$ cat src/rtl/uart_frame_pkg.sv
// Shared framing constants and FSM state encoding for the UART point-frame
// receiver and transmit framer.
package uart_frame_pkg;

  localparam logic [7:0] BYTE_S = 8'h53;
  localparam logic [7:0] BYTE_T = 8'h54;
  localparam logic [7:0] BYTE_E = 8'h45;
  localparam logic [7:0] BYTE_N = 8'h4E;
  localparam logic [7:0] BYTE_D = 8'h44;

  localparam int unsigned FRAME_LEN = 9;
  localparam int unsigned PAY_LEN   = 4;

  typedef enum logic [2:0] {
    ST_IDLE,
    ST_GOT_S,
    ST_PAY,
    ST_TAIL_E,
    ST_TAIL_N,
    ST_TAIL_D
  } frame_state_t;

  // Gap counter width: enough to hold TIMEOUT_CYCLES-1, never below one bit.
  function automatic int unsigned gap_width(input int unsigned cycles);
    return (cycles > 1) ? $clog2(cycles) : 1;
  endfunction

endpackage

$ cat src/rtl/uart_gap_timer.sv
// Inter-byte gap timer: counts idle cycles while enabled, flags the cycle in
// which the gap limit is reached unless a clear arrives in that same cycle.
module uart_gap_timer
  import uart_frame_pkg::*;
#(
  parameter int unsigned TIMEOUT_CYCLES = 500000
) (
  input  logic clk,
  input  logic rst,
  input  logic clear,
  input  logic enable,
  output logic expired
);

  localparam int unsigned W = gap_width(TIMEOUT_CYCLES);
  localparam logic [W-1:0] LIMIT = W'(TIMEOUT_CYCLES - 1);

  logic [W-1:0] count;

  always_ff @(posedge clk) begin
    if (rst || clear) begin
      count <= '0;
    end else if (enable && (count != LIMIT)) begin
      count <= count + W'(1);
    end
  end

  // A clear (new byte) in the limit cycle wins, so no expiry is reported.
  assign expired = enable && !clear && (count == LIMIT);

endmodule

$ cat src/rtl/uart_rx_frame_parser.sv
// Parses 9-byte "ST<H16><V16>END" frames from a UART byte stream, publishing
// the point on a good frame and counting aborted frames.
module uart_rx_frame_parser
  import uart_frame_pkg::*;
#(
  parameter int unsigned TIMEOUT_CYCLES = 500000
) (
  input  logic        CLK,
  input  logic        RST,
  input  logic        RX_DV,
  input  logic [7:0]  RX_BYTE,
  output logic [15:0] POINT_H,
  output logic [15:0] POINT_V,
  output logic        FRAME_VALID,
  output logic        FRAME_ERR,
  output logic [7:0]  ERR_CNT
);

  frame_state_t state, state_n;
  logic [1:0]   pay_idx, pay_idx_n;
  logic [31:0]  shadow, shadow_n;
  logic         accept;
  logic         abort;
  logic         timeout;
  logic         gap_enable;
  logic         gap_clear;

  assign gap_enable = (state != ST_IDLE);
  assign gap_clear  = RX_DV || !gap_enable;

  uart_gap_timer #(
    .TIMEOUT_CYCLES(TIMEOUT_CYCLES)
  ) u_gap_timer (
    .clk    (CLK),
    .rst    (RST),
    .clear  (gap_clear),
    .enable (gap_enable),
    .expired(timeout)
  );

  always_comb begin
    state_n   = state;
    pay_idx_n = pay_idx;
    shadow_n  = shadow;
    accept    = 1'b0;
    abort     = 1'b0;

    if (RX_DV) begin
      unique case (state)
        ST_IDLE: begin
          if (RX_BYTE == BYTE_S) state_n = ST_GOT_S;
        end
        ST_GOT_S: begin
          if (RX_BYTE == BYTE_T) begin
            state_n   = ST_PAY;
            pay_idx_n = '0;
          end else if (RX_BYTE != BYTE_S) begin
            abort = 1'b1;
          end
        end
        ST_PAY: begin
          shadow_n  = {shadow[23:0], RX_BYTE};
          pay_idx_n = pay_idx + 2'd1;
          if (pay_idx == 2'(PAY_LEN - 1)) state_n = ST_TAIL_E;
        end
        ST_TAIL_E: begin
          if (RX_BYTE == BYTE_E) state_n = ST_TAIL_N;
          else                   abort   = 1'b1;
        end
        ST_TAIL_N: begin
          if (RX_BYTE == BYTE_N) state_n = ST_TAIL_D;
          else                   abort   = 1'b1;
        end
        ST_TAIL_D: begin
          if (RX_BYTE == BYTE_D) begin
            accept  = 1'b1;
            state_n = ST_IDLE;
          end else begin
            abort = 1'b1;
          end
        end
        default: state_n = ST_IDLE;
      endcase
    end else if (timeout) begin
      abort = 1'b1;
    end

    // An offending 'S' may itself start the next frame.
    if (abort) begin
      shadow_n  = '0;
      pay_idx_n = '0;
      state_n   = (RX_DV && (RX_BYTE == BYTE_S)) ? ST_GOT_S : ST_IDLE;
    end

    if (accept) begin
      shadow_n  = '0;
      pay_idx_n = '0;
    end
  end

  always_ff @(posedge CLK) begin
    if (RST) begin
      state       <= ST_IDLE;
      pay_idx     <= '0;
      shadow      <= '0;
      POINT_H     <= '0;
      POINT_V     <= '0;
      FRAME_VALID <= 1'b0;
      FRAME_ERR   <= 1'b0;
      ERR_CNT     <= '0;
    end else begin
      state       <= state_n;
      pay_idx     <= pay_idx_n;
      shadow      <= shadow_n;
      FRAME_VALID <= accept;
      FRAME_ERR   <= abort;
      if (accept) begin
        POINT_H <= shadow[31:16];
        POINT_V <= shadow[15:0];
      end
      if (abort && (ERR_CNT != 8'hFF)) begin
        ERR_CNT <= ERR_CNT + 8'd1;
      end
    end
  end

endmodule
$ cat config.mk
export PLATFORM = sky130hd
export DESIGN_NAME = uart_rx_frame_parser
export DESIGN_NICKNAME = d
export VERILOG_FILES = /design/src/rtl/uart_frame_pkg.sv /design/src/rtl/uart_gap_timer.sv /design/src/rtl/uart_rx_frame_parser.sv
export SDC_FILE = /design/constraint.sdc
export NUM_CORES = 1
export LEC_CHECK = 0
export ABC_AREA = 0
export BUFFER_PORTS_ARGS = -buffer_cell sky130_fd_sc_hd__clkbuf_2
export CAP_MARGIN = 15
export CORE_MARGIN = 2
export CORE_UTILIZATION = 43
export CTS_CLUSTER_DIAMETER = 40
export DETAILED_ROUTE_END_ITERATION = 10
export SYNTH_ARGS = -nofsm -noshare
export SYNTH_HDL_FRONTEND = slang
export SYNTH_SLANG_ARGS = --single-unit
$ cat constraint.sdc
create_clock -name CLK -period 2.5 [get_ports CLK]
set_input_delay 0.5 -clock CLK [delete_from_list [all_inputs] [get_ports CLK]]
set_output_delay 0.5 -clock CLK [all_outputs]
set_load 0.05 [all_outputs]
# After elaboration in Yosys (flattened, before gate mapping)

Index checks and enable logic that the tools add are counted.

Bits in registers: 98
Bits of input ports: 11
Output and inout bits: 42
Logic and storage cells: 74

Add/subtract/negate cells: 3
Eq/ne operators: 22
Muxes and demuxes: 23
Reductions and logical operators: 17

Operators by type and width:

| kind                                                  | number |
|---|---|
| equality test 8 x 7 -> 1 bit, second input constant   | 5 |
| two-way mux 3 bit                                     | 8 |
| adder 19 x 1 -> 19 bit, second input constant         | 1 |
| equality test 19 bit, second input constant           | 1 |
| inequality test 19 bit, second input constant         | 1 |
| inequality test 3 bit, second input constant          | 6 |
| one-hot mux 3 bit (6 select lines)                    | 1 |
| two-way mux 1 bit                                     | 11 |
| adder 8 x 1 -> 8 bit, second input constant           | 1 |
| inequality test 8 x 7 -> 1 bit, second input constant | 1 |
| inequality test 8 bit, second input constant          | 1 |
| AND reduction 7 bit                                   | 1 |
| equality test 3 x 2 -> 1 bit, second input constant   | 2 |
| equality test 3 bit, second input constant            | 2 |
| logical AND 1 bit                                     | 5 |
| one-hot mux 1 bit (4 select lines)                    | 1 |
| one-hot mux 2 bit (2 select lines)                    | 1 |
| nonzero test 2 bit                                    | 2 |
| equality test 3 x 1 -> 1 bit, second input constant   | 1 |
| zero test 3 bit                                       | 1 |
| AND reduction 3 bit                                   | 1 |
| nonzero test 3 bit                                    | 1 |
| OR reduction 3 bit                                    | 1 |
| adder 2 x 1 -> 2 bit, second input constant           | 1 |
| other kinds (6)                                       | 8 |

# Longest topological paths before layout

Depth after elaboration: 10
Depth in mapped cells: 10
Mapped depth without buffers: 7

# Cells and area by module

A second synthesis with hierarchy kept.

Cells, all modules: 519
Area, all modules: 4285.4 µm²

By module, submodules not included:

| module               | instances | cells an instance | area each (µm²) | sequential area each (µm²) |
|---|---|---|---|---|
| uart_rx_frame_parser | 1         | 405               | 3303.2          | 1581.5 |
| uart_gap_timer       | 1         | 114               | 982.2           | 380.4 |

# Worst setup path before layout

Ideal clock, no wire load.

Path kind: register -> register
Start point: register u_gap_timer.count[6]
End point: register ERR_CNT[5]
Library setup time: 123 ps
Data arrival time: 2009 ps
Required time: 2377 ps
Slack: 368 ps
Stages on the path, launching flop included: 7
Buffers on the path: 0
Clock period less this slack: 2132 ps
Cell sequence: dfxtp_1 -> or4b_4 -> nor3_4 -> nand4_2 -> a31oi_2 -> and3_1 -> mux2_1

Longest elaborated chain between the ends: 5

Ends and longest elaborated chain:

| item                   | line                        | RTL |
|---|---|---|
| from (decl)            | uart_gap_timer.sv:18        | `logic [W-1:0] count;` |
| from (signal assigned) | uart_gap_timer.sv:24        | `count <= count + W'(1);` |
| equality test 19 bit   | uart_gap_timer.sv:29        | `assign expired = enable && !clear && (count == LIMIT);` |
| logical AND 1 bit      | uart_gap_timer.sv:29        |  |
| two-way mux 1 bit      | uart_rx_frame_parser.sv:84  | `end else if (timeout) begin` |
| two-way mux 1 bit      | uart_rx_frame_parser.sv:48  | `if (RX_DV) begin` |
| logical AND 1 bit      | uart_rx_frame_parser.sv:121 | `if (abort && (ERR_CNT != 8'hFF)) begin` |
| to (signal assigned)   | uart_rx_frame_parser.sv:122 | `ERR_CNT <= ERR_CNT + 8'd1;` |
| to (decl)              | uart_rx_frame_parser.sv:16  | `output logic [7:0] ERR_CNT` |

Every way passes these cells.
A chain may end at the register's enable or synchronous reset.

# Worst setup path after layout

Start point: register state[0]
End point: register ERR_CNT[5]

Longest elaborated chain between the ends: 9
Elaborated cells between the ends (all ways): 14
Classes of those cells: eq/ne (4); mux (3); reduce/logical (7)

Ends and longest elaborated chain:

| item                           | line                        | RTL |
|---|---|---|
| from (decl)                    | uart_rx_frame_parser.sv:19  | `frame_state_t state, state_n;` |
| from (signal assigned)         | uart_rx_frame_parser.sv:112 | `state <= state_n;` |
| nonzero test 3 bit             | uart_rx_frame_parser.sv:28  | `assign gap_enable = (state != ST_IDLE);` |
| zero test 1 bit                | uart_rx_frame_parser.sv:29  | `assign gap_clear = RX_DV \|\| !gap_enable;` |
| logical OR 1 bit               | uart_rx_frame_parser.sv:29  |  |
| zero test 1 bit                | uart_gap_timer.sv:29        |  |
| logical AND 1 bit (2 in a row) | uart_gap_timer.sv:29        |  |
| two-way mux 1 bit              | uart_rx_frame_parser.sv:84  |  |
| two-way mux 1 bit *            | uart_rx_frame_parser.sv:48  |  |
| logical AND 1 bit *            | uart_rx_frame_parser.sv:121 |  |

Mark *: on every way between the ends. The rest lies on a longest branch, timed or not.

==> qor.yml <==
outcome: "finished clean"
worstMarginPinSlew_ns: 0.660
clk_pin_slew_ns: 0.09
maxCapViolCount: 0
wl_per_cell_um: 13.1
r2r_setup_slack_ns: 0.26
critical_path_peak_fanout: 8
clock_sinks: 98
synth_edf_count: 0
drtAntennaViolNets: 0
wirelength_um: 9090
crit_required_ns: 2.73
slowest_delay_ns: 0.51
rows: 36
stdcell_count: 692
dp_cells: 678
die_w_um: 103
grt_max_degree: 34
p_leak_nw: 1.71
via_per_inst: 5.10
ios: 53
cts_setup_buffers: 0
finalSetupTns_ns: 0
drive_gt1_share_pct: 22.5
die_h_um: 103
post-route-min-period_ns: 2.24
portBuffers: 52
grt_pass1_vias: 3403
syn_nets: 521
async_reset_ff_share_pct: 0
reg2reg_depth: 6
n_antenna_cell: 0
seq_area_frac_synth_pct: 46.5
dr.first_iter.drc_count: 132
die-area_sq_mm: 0.0106
synthFlopType: "dfxtp_1"
r2r-end: "ERR_CNT[5]"
hp-start: "RX_BYTE[6]"
syn_inst: 507
core_sq_mm: 0.00964
antenna_found_initial: 0
start_util_pct: 43.8
synth-seq-cells: 98
setup_viol: 0
critical_path.top_delay_family: "compound AO/OA/AOI/OAI gates"
critPathLaunchType: "flop"
postCtsHoldBufs: 0
syn_to_final_growth_pct: 14.5
skew_ns: 0.00641
seqCellArea_sq_mm: 0.00196
cpMaxStageDelayCell: "dfxtp_1"
cts_max_level: 3
dp_hpwl_um: 6380
end_kind: "flop"
path_cells: "inv_1 > or3_1 > a311o_2 > a31oi_2 > and3_1 > mux2_1"
gp_congestion: 0.845
syn_area_sq_mm: 0.00422
ys_warn_count: 0
rsz0062_at_grt: "false"
multi_input_area_sq_mm: 0.00209
ys_types: 58
grt-ovfl-total: 0
clk_path_buf_depth: 2
num_vias: 3527
whs_path_depth: 3
synth_area_per_cell_sq_um: 8.33
hold_path_end: "shadow[6]"
period_share_pct: 89.8
cts_made_buffers: 9
ir_drop_uv: 246
root_buffer: "clkbuf_8"
n_fill_cell: 1001
relSlewSlack_pct: 56.0
min_path_type: "input port to flop"
gr-usage-all-layers_pct: 18.4
p_per_area_mw_per_mm2: 562
crit_type: "flop to flop"
report.final.slew_viol_count: 0
first_pass_iters: 4
max_clock_freq_ghz: 0.445
drc: 0
crit_buf_inv: 1
insertion_delay_ns: 0.34
cts_tree: "built"
finalHoldViolCount: 0
grt_pass1_wl_um: 15700
timing.rr.start: "state[0]"
post_cts_resized: 0
final_nets: 570
arrival_ns: 2.48
## placed cells by master, fill, tap and decap left out, drive strengths merged, types with 2 or more instances in the layout
| cell | synthesis | layout |
|---|---|---|
| xnor2 | 9 | 9 |
| o21ai | 5 | 5 |
| a211oi | 4 | 4 |
| nor2 | 35 | 35 |
| ha | 3 | 3 |
| nand4 | 5 | 5 |
| xor2 | 8 | 8 |
| and4b | 2 | 2 |
| nor3b | 3 | 3 |
| a31oi | 5 | 5 |
| and4 | 2 | 2 |
| mux2i | 2 | 2 |
| bufinv | 0 | 2 |
| nand3 | 11 | 11 |
| and3 | 6 | 6 |
| a21oi | 75 | 75 |
| a22oi | 2 | 2 |
| and2 | 3 | 3 |
| nand2 | 147 | 147 |
| nor3 | 11 | 11 |
| nor2b | 2 | 2 |
| buf | 10 | 15 |
| nor4bb | 2 | 2 |
| nand2b | 3 | 3 |
| o211ai | 2 | 2 |
| clkinv | 0 | 2 |
| a311oi | 2 | 2 |
| dfxtp | 98 | 98 |
| clkbuf | 19 | 61 |
| or3 | 8 | 8 |
| inv | 7 | 7 |
## layout make-up
| class | instances | share of cell area (%) |
|---|---|---|
| Clock buffer | 9 | 2.56 |
| Sequential cell | 98 | 40.6 |
| Timing Repair Buffer | 67 | 7.97 |
| Inverter | 7 | 0.543 |
| Clock inverter | 5 | 1.68 |
| Multi-Input combinational cell | 373 | 43.2 |
| Tap cell | 133 | 3.44 |
## power breakdown
| group | leakage [nW] | switching, mW | internal (mW) |
|---|---|---|---|
| logic | 0.819 | 0.0574 | 0.0264 |
| registers | 0.789 | 0.00146 | 1.56 |
| clock network | 0.101 | 0.521 | 0.553 |
| total | 1.71 | 0.579 | 2.14 |
## routing by layer
layer	GRT usage, %	up-vias	wire length (um)
met2	31.4	51	4490
met4	6.88	0	129
met3	2.64	11	215
met5	0	-	0
li1	-	1811	-
met1	23.6	1654	4260
## state kept, by name, summed over array words and instances, names as in the netlist
register	flops
state	3
ERR_CNT	8
POINT_H	16
FRAME_VALID	1
pay_idx	2
u_gap_timer.count	19
shadow	32
FRAME_ERR	1
POINT_V	16
## worst max-delay path by stage
stage                             to            startpoint  cells past startpoint
after floorplan           ERR_CNT[5]  u_gap_timer.count[6]                      6
after global placement    ERR_CNT[5]                 RX_DV                      7
after detailed placement  shadow[17]            RX_BYTE[0]                      8
after CTS                 ERR_CNT[5]              state[0]                      6
after global routing      ERR_CNT[5]              state[0]                      6
final                     ERR_CNT[5]              state[0]                      6
## synthesized netlist by cell type (3+ instances only)
cell,n,area (sq um)
a211oi_1,4,30.0
xnor2_1,9,78.8
nand3_1,10,50.1
nor3_1,9,45.0
and3_1,6,37.5
or3_1,8,50.1
dfxtp_1,98,1960
buf_2,5,25.0
clkbuf_1,19,71.3
nand2_1,147,552
nand2b_1,3,18.8
a31oi_1,4,25.0
xor2_1,8,70.1
inv_1,6,22.5
buf_6,3,33.8
ha_1,3,37.5
a21oi_2,29,254
and2_1,3,18.8
nor2_1,33,124
a21oi_1,46,230
o21ai_0,5,25.0
nand4_1,4,25.0
## worst register-to-register path: cells and delay by family, from the launching register on
family                 cells  cell delay [ns]
AOI/OAI and AO/OA          2             0.62
and+or+nand+nor            2             0.57
DFF                        1             0.51
muxes                      1             0.31
buffers and inverters      1             0.12
## cells by family (layout without fill, tap and decap cells)
kind of cell,count (synthesis),count (layout),synth area share [%]
buffers and inverters,36,88,4.06
AND/OR/NAND/NOR,248,248,27.5
multiplexers,3,3,0.741
AO/OA/AOI/OAI,102,102,16.8
flip-flops,98,98,46.5
adder cells (fa/ha/maj),3,3,0.889
XOR/XNOR,17,17,3.53
## per-stage QoR
stage	worst slack [ns]	cell area [sq um]	power, mW	utilization [%]	hold slack (ns)
floorplan	0.368	4220	1.65	-	0.432
global placement	0.104	4630	1.68	48.0	0.444
detailed placement	0.0900	4630	1.68	48.0	0.448
CTS	0.255	4830	2.76	50.2	0.418
global route	0.107	4830	2.84	50.2	0.429
finish	0.255	4830	2.72	50.2	0.436
Power figures use the tool's default switching activity.
